==> config.mk <==
export PLATFORM = sky130hd
export DESIGN_NAME = ralu_sequencer
export DESIGN_NICKNAME = d
export VERILOG_FILES = /design/src/rtl/ralu_sequencer.sv
export SDC_FILE = /design/constraint.sdc
export NUM_CORES = 1
export LEC_CHECK = 0
export CAP_MARGIN = 20
export CORE_MARGIN = 1.5
export CORE_UTILIZATION = 60
export DETAILED_ROUTE_END_ITERATION = 6
export DONT_BUFFER_PORTS = 1
export PLACE_DENSITY_LB_ADDON = 0.12
export RECOVER_POWER = 50
export SLEW_MARGIN = 20
export SYNTH_ARGS = -nofsm -noshare
export SYNTH_HDL_FRONTEND = slang
export SYNTH_SLANG_ARGS = --single-unit
export TNS_END_PERCENT = 5
==> constraint.sdc <==
create_clock -name clock -period 2.1 [get_ports clock]
set_clock_uncertainty 0.15 [all_clocks]
set_input_delay 0.42 -clock clock [delete_from_list [all_inputs] [get_ports clock]]
set_output_delay 0.42 -clock clock [all_outputs]
set_load 0.005 [all_outputs]
==> src/rtl/ralu_sequencer.sv <==
`default_nettype none
// ============================================================================
// Module   : ralu_sequencer
// Purpose  : Micro-sequencer on the issuing side of the RALU control
//            interface. One macro-instruction is accepted per start/ready
//            handshake and expanded into per-cycle control words
//            (adr, v, A, wr, ISL/ISR, S/M/Pin). The datapath result is
//            captured at writeback and reported with a one-cycle done pulse.
// Ports    : clock, reset (async, active-high)
//            start/ready          - instruction handshake
//            op, func, rd, rs1, rs2, count, fill - instruction fields
//            ralu_r/pout/osl/osr  - datapath result and shifted-out bits
//            S, M, Pin, A, wr, adr, v, ISL, ISR - RALU control word
//            done, result, carry, shout, zero   - completion and status
// Options  : RALU_SEQ_ZERO_FLAG_EN - when defined, zero captures
//            (ralu_r == 0) at writeback; otherwise zero is tied low.
// Revision : 1.0 - initial release
// ============================================================================
module ralu_sequencer #(
    parameter int CNT_W = 2,
    parameter int ADR_W = 3
) (
    input  logic             clock,
    input  logic             reset,
    input  logic             start,
    input  logic [1:0]       op,
    input  logic [5:0]       func,
    input  logic [ADR_W-1:0] rd,
    input  logic [ADR_W-1:0] rs1,
    input  logic [ADR_W-1:0] rs2,
    input  logic [CNT_W-1:0] count,
    input  logic             fill,
    input  logic [3:0]       ralu_r,
    input  logic             ralu_pout,
    input  logic             ralu_osl,
    input  logic             ralu_osr,
    output logic [3:0]       S,
    output logic             M,
    output logic             Pin,
    output logic             A,
    output logic             wr,
    output logic [ADR_W-1:0] adr,
    output logic [2:0]       v,
    output logic             ISL,
    output logic             ISR,
    output logic             ready,
    output logic             done,
    output logic [3:0]       result,
    output logic             carry,
    output logic             shout,
    output logic             zero
);

    typedef enum logic [2:0] {
        ST_IDLE  = 3'd0,
        ST_LDA   = 3'd1,
        ST_LDB   = 3'd2,
        ST_SHIFT = 3'd3,
        ST_WB    = 3'd4,
        ST_DONE  = 3'd5
    } state_t;

    localparam logic [1:0]       OP_LOAD = 2'b01;
    localparam logic [1:0]       OP_SHR  = 2'b11;
    localparam logic [CNT_W-1:0] CNT_ONE = {{(CNT_W-1){1'b0}}, 1'b1};
    localparam logic [CNT_W-1:0] CNT_ZERO = '0;

    state_t           state_q, state_d;
    logic [1:0]       op_q, op_d;
    logic [5:0]       func_q, func_d;
    logic [ADR_W-1:0] rd_q, rd_d;
    logic [ADR_W-1:0] rs1_q, rs1_d;
    logic [ADR_W-1:0] rs2_q, rs2_d;
    logic [CNT_W-1:0] count_q, count_d;
    logic             fill_q, fill_d;
    logic [CNT_W-1:0] cnt_q, cnt_d;
    logic             shift_pend_q, shift_pend_d;
    logic [3:0]       result_q, result_d;
    logic             carry_q, carry_d;
    logic             shout_q, shout_d;
    logic             accept;

    assign ready  = (state_q == ST_IDLE) || (state_q == ST_DONE);
    assign accept = start && ready;

    always_ff @(posedge clock or posedge reset) begin
        if (reset) begin
            state_q      <= ST_IDLE;
            op_q         <= '0;
            func_q       <= '0;
            rd_q         <= '0;
            rs1_q        <= '0;
            rs2_q        <= '0;
            count_q      <= '0;
            fill_q       <= 1'b0;
            cnt_q        <= '0;
            shift_pend_q <= 1'b0;
            result_q     <= '0;
            carry_q      <= 1'b0;
            shout_q      <= 1'b0;
        end else begin
            state_q      <= state_d;
            op_q         <= op_d;
            func_q       <= func_d;
            rd_q         <= rd_d;
            rs1_q        <= rs1_d;
            rs2_q        <= rs2_d;
            count_q      <= count_d;
            fill_q       <= fill_d;
            cnt_q        <= cnt_d;
            shift_pend_q <= shift_pend_d;
            result_q     <= result_d;
            carry_q      <= carry_d;
            shout_q      <= shout_d;
        end
    end

    // Next-state and datapath-capture logic
    always_comb begin
        state_d  = state_q;
        op_d     = op_q;
        func_d   = func_q;
        rd_d     = rd_q;
        rs1_d    = rs1_q;
        rs2_d    = rs2_q;
        count_d  = count_q;
        fill_d   = fill_q;
        cnt_d    = cnt_q;
        result_d = result_q;
        carry_d  = carry_q;

        if (accept) begin
            op_d    = op;
            func_d  = func;
            rd_d    = rd;
            rs1_d   = rs1;
            rs2_d   = rs2;
            count_d = count;
            fill_d  = fill;
        end

        case (state_q)
            ST_IDLE: begin
                if (accept) state_d = ST_LDA;
            end
            ST_LDA: begin
                state_d = ST_LDB;
            end
            ST_LDB: begin
                cnt_d   = count_q;
                state_d = op_q[1] ? ST_SHIFT : ST_WB;
            end
            ST_SHIFT: begin
                cnt_d = cnt_q - CNT_ONE;
                if (cnt_q == CNT_ZERO) state_d = ST_WB;
            end
            ST_WB: begin
                result_d = ralu_r;
                carry_d  = ralu_pout;
                state_d  = ST_DONE;
            end
            ST_DONE: begin
                state_d = accept ? ST_LDA : ST_IDLE;
            end
            default: begin
                state_d = ST_IDLE;
            end
        endcase
    end

    // The RALU registers its shifted-out bit on the shift edge, so the bit
    // becomes valid one edge later; a pending flag delays the capture.
    always_comb begin
        shift_pend_d = (state_q == ST_SHIFT);
        shout_d      = shout_q;
        if (shift_pend_q) begin
            shout_d = (op_q == OP_SHR) ? ralu_osr : ralu_osl;
        end
    end

    // Moore control-word decode: depends only on state and latched fields
    always_comb begin
        S    = 4'b0000;
        M    = 1'b0;
        Pin  = 1'b0;
        A    = 1'b0;
        wr   = 1'b0;
        adr  = '0;
        v    = 3'b000;
        ISL  = 1'b0;
        ISR  = 1'b0;
        done = 1'b0;

        if (state_q != ST_IDLE) begin
            {S, M, Pin} = func_q;
        end

        case (state_q)
            ST_LDA: begin
                adr = rs1_q;
                v   = 3'b001;
                A   = (op_q == OP_LOAD);
            end
            ST_LDB: begin
                adr = rs2_q;
                v   = 3'b110;
            end
            ST_SHIFT: begin
                adr = rs2_q;
                if (op_q == OP_SHR) begin
                    v   = 3'b100;
                    ISR = fill_q;
                end else begin
                    v   = 3'b010;
                    ISL = fill_q;
                end
            end
            ST_WB: begin
                adr = rd_q;
                wr  = 1'b1;
            end
            ST_DONE: begin
                done = 1'b1;
            end
            default: begin
            end
        endcase
    end

    assign result = result_q;
    assign carry  = carry_q;
    assign shout  = shout_q;

`ifdef RALU_SEQ_ZERO_FLAG_EN
    logic zero_q, zero_d;

    always_ff @(posedge clock or posedge reset) begin
        if (reset) begin
            zero_q <= 1'b0;
        end else begin
            zero_q <= zero_d;
        end
    end

    always_comb begin
        zero_d = zero_q;
        if (state_q == ST_WB) begin
            zero_d = (ralu_r == 4'b0000);
        end
    end

    assign zero = zero_q;
`else
    assign zero = 1'b0;
`endif

endmodule
`default_nettype wire

==> results.sh <==
export IMPL_irDropWorstVdd_mv=1.15
export IMPL_power_frac_clock_pct=14.9
export IMPL_areaGrowthSynthToFinish_pct=11.7
export IMPL_numPortBuffers=0
export IMPL_diodes=0
export IMPL_path_max_fanout=12
export IMPL_slew_viol_final=0
export IMPL_grt_pass1_vias=968
export IMPL_die_height_microns=54.4
export IMPL_grt_pass1_wl_microns=4390
export IMPL_via_count=976
export IMPL_yosysSeqAreaShare_pct=50.4
export IMPL_synth_top_family_by_area="multiplexers"
export IMPL_totalWireLength_microns=2860
export IMPL_synth_simple_gate_area_share_pct=11.0
export IMPL_slew_headroom_pct=48.8
export IMPL_leakage_nw=0.808
export IMPL_max_cap_viol_count=0
export IMPL_min_period_ns=2.02
export IMPL_clk_latency_ns=0.33
export IMPL_powerDensity_nw_per_um2=1700
export IMPL_switchingPower_mw=1.05
export IMPL_critPathArrivalTime_ns=1.45
export IMPL_avgSynthCellArea_sq_um=12.5
export IMPL_start_kind="flip-flop"
export IMPL_path_clk_slew_ns=0.10
export IMPL_finalHoldViolCount=0
export IMPL_wl_per_cell_microns=17.0
export IMPL_synth_warnings=0
export IMPL_clock_sinks=32
export IMPL_dr_pass1_iters=4
export IMPL_syn_num_nets=158
export IMPL_yosys_area_share_xor_xnor_pct=0.552
export IMPL_cts_htree_levels=2
export IMPL_dieWidth_microns=54.4
export IMPL_io_pins=55
export IMPL_synth_compound_area_share_pct=7.25
export IMPL_worst_pin_slew_ns=0.768
export IMPL_yosys_area_top_type="dfrtp_1"
export IMPL_status="completed"
export IMPL_drtIter0Drc=13
export IMPL_dp_hpwl_microns=2020
export IMPL_power_frac_comb_pct=45.4
export IMPL_fin_hold_ws_ns=0.0749
export IMPL_synthAdderAreaFrac_pct=0.788
export IMPL_numCtsBuffers=5
export IMPL_fin_nets=168
export IMPL_syn_area_sq_um=1590
export IMPL_dieArea_sq_um=2960
export IMPL_clock_fmax_mhz=496
export IMPL_clock_path_buffers=2
export IMPL_layout_drive_gt1_share_pct=38.4
export IMPL_n_fill_cell=163
export IMPL_via_per_inst=5.81
export IMPL_cts_tree="built"
export IMPL_grt_total_usage_pct=22.0
export IMPL_period_share_pct=96.0
export IMPL_p_int_mw=1.97
export IMPL_synthMuxAreaShare_pct=24.3
export IMPL_synth_area_leaders="dfrtp_1 (50%), mux2_4 (19%), nor2b_1 (3.9%), mux2_2 (3.5%), buf_6 (2.1%)"
export IMPL_fp_row_count=18
export IMPL_core_area_sq_um=2500
export IMPL_reg2reg_setup_slack_ns=0.21
export IMPL_critical_path_class="reg2out"
export IMPL_finalPower_mw=3.02
export IMPL_seq_power_share_pct=39.7
export IMPL_antenna_found_initial=0
export IMPL_globalRouteOverflowTotal=0
export IMPL_synth_distinct_cells=30
export IMPL_dp_cells=155
export IMPL_synth_seq_cells=32
export IMPL_initial_core_util_pct=63.5
export IMPL_syn_inst=127
export IMPL_hold_path_class="in2reg"
export IMPL_cts_root_buf="clkbuf_4"
export IMPL_required_ns=1.53
export IMPL_grt_max_degree=33
export IMPL_setup_violations_final=0
export IMPL_drc=0
export IMPL_finalNonFillerCells=168
export IMPL_drtAntennaViolNets=0
export IMPL_place_gp_congestion=0.838
export IMPL_synth_top_area_share_pct=50.4
export IMPL_swShare_pct=34.7
export IMPL_cp_end_kind="output pin"
[stage by stage]
stage	TNS (ns)	cell area (sq um)	setup WS (ns)	util [%]
3_5_place_dp	0	1630	0.217	65.4
6_report	0	1770	0.0845	71.0
2_1_floorplan	0	1590	0.455	-
4_1_cts	0	1730	0.0349	69.3
5_1_grt	-0.0163	1770	-0.0163	71.0
3_3_place_gp	0	1630	0.251	65.4
[final timing paths]
kind	from	end	cells after the start
max	state_q[2]	ISL	3
min in group asynchronous	reset	state_q[1]	3
min	op[1]	op_q[1]	1
min reg2reg	shift_pend_q	shout	1
max reg2reg	state_q[2]	func_q[1]	5
max in group asynchronous	reset	state_q[2]	3
[critical path, stage by stage (launching register included)]
cell	delay (ns)
dfrtp_2	0.50
nand2b_2	0.28
nor2_4	0.15
and3_1	0.18
[state kept, by name, summed over array words and instances (netlist names)]
signal	flops
shout	1
func_q	6
rs2_q	3
carry	1
cnt_q	2
fill_q	1
shift_pend_q	1
op_q	2
count_q	2
state_q	3
rs1_q	3
result	4
rd_q	3
[timing repair]
| item | CTS | global route |
|---|---|---|
| endpoints found under the setup margin | 10 | 5 |
| hold endpoints to repair | 32 | 0 |
| hold buffers | 1 | 0 |
| resized for setup | 5 | 3 |
| setup buffers | 0 | 4 |
[layout by cell type, fill, tap and decap left out, types with 2 or more instances in the layout]
master and n:
a21oi_1 5, a22oi_1 3, buf_4 9, clkbuf_4 5, dfrtp_1 30, dfrtp_2 2
inv_1 6, mux2_2 5, mux2_4 20, mux2i_1 3, nand2_1 7, nor2_1 3
nor2b_1 9, nor3_1 2, o21ai_0 3, o22ai_1 4
[metal layers]
metal  track usage [%]  wire length, microns  vias up
met2              34.3                  1400       47
li1                  -                     -      456
met1              26.7                  1170      465
met5                 0                     0        -
met3              10.4                   246        8
met4              7.50                    45        0
[kinds of logic (layout without fill, tap and decap cells)]
kind of cell             after synthesis  count (layout)
AO/OA/AOI/OAI                         18              18
XOR/XNOR                               1               1
adder cells (fa/ha/maj)                1               1
buffers and inverters                 15              26
flip-flops                            32              32
multiplexers                          28              28
other                                  1               1
AND/OR/NAND/NOR                       31              31
[synthesized netlist by cell type]
cell / instances
a21oi_1: 5
a22oi_1: 3
a311oi_1: 1
and3_1: 1
buf_1: 1
buf_2: 2
buf_4: 1
buf_6: 3
clkbuf_1: 2
conb_1: 1
dfrtp_1: 32
ha_1: 1
inv_1: 6
mux2_2: 5
mux2_4: 20
mux2i_1: 3
nand2_1: 7
nand2b_1: 1
nand3_1: 1
nor2_1: 4
nor2b_1: 10
nor3_1: 3
nor3b_1: 1
nor3b_2: 2
nor4_1: 1
o21ai_0: 3
o21ba_2: 1
o22ai_1: 4
o2bb2ai_1: 1
xor2_1: 1
[cell type report]
type / instances / area (sq um) / area share, %
Clock inverter: 2 / 35.0 / 1.97
Multi-Input combinational cell: 80 / 732 / 41.3
Tap cell: 30 / 37.5 / 2.12
Sequential cell: 32 / 803 / 45.3
Clock buffer: 6 / 41.3 / 2.33
Inverter: 6 / 22.5 / 1.27
Timing Repair Buffer: 12 / 103 / 5.78
[power groups by stage]
stage | Sequential, mW | Clock, mW | Combinational, mW
3_3_place_gp | 1.18 | 0 | 1.25
6_report | 1.20 | 0.450 | 1.37
4_1_cts | 1.20 | 0.460 | 1.31
3_5_place_dp | 1.20 | 0 | 1.29
5_1_grt | 1.25 | 0.501 | 1.50
2_1_floorplan | 1.08 | 0 | 1.15
No activity file was read; power rests on OpenSTA's default activity.
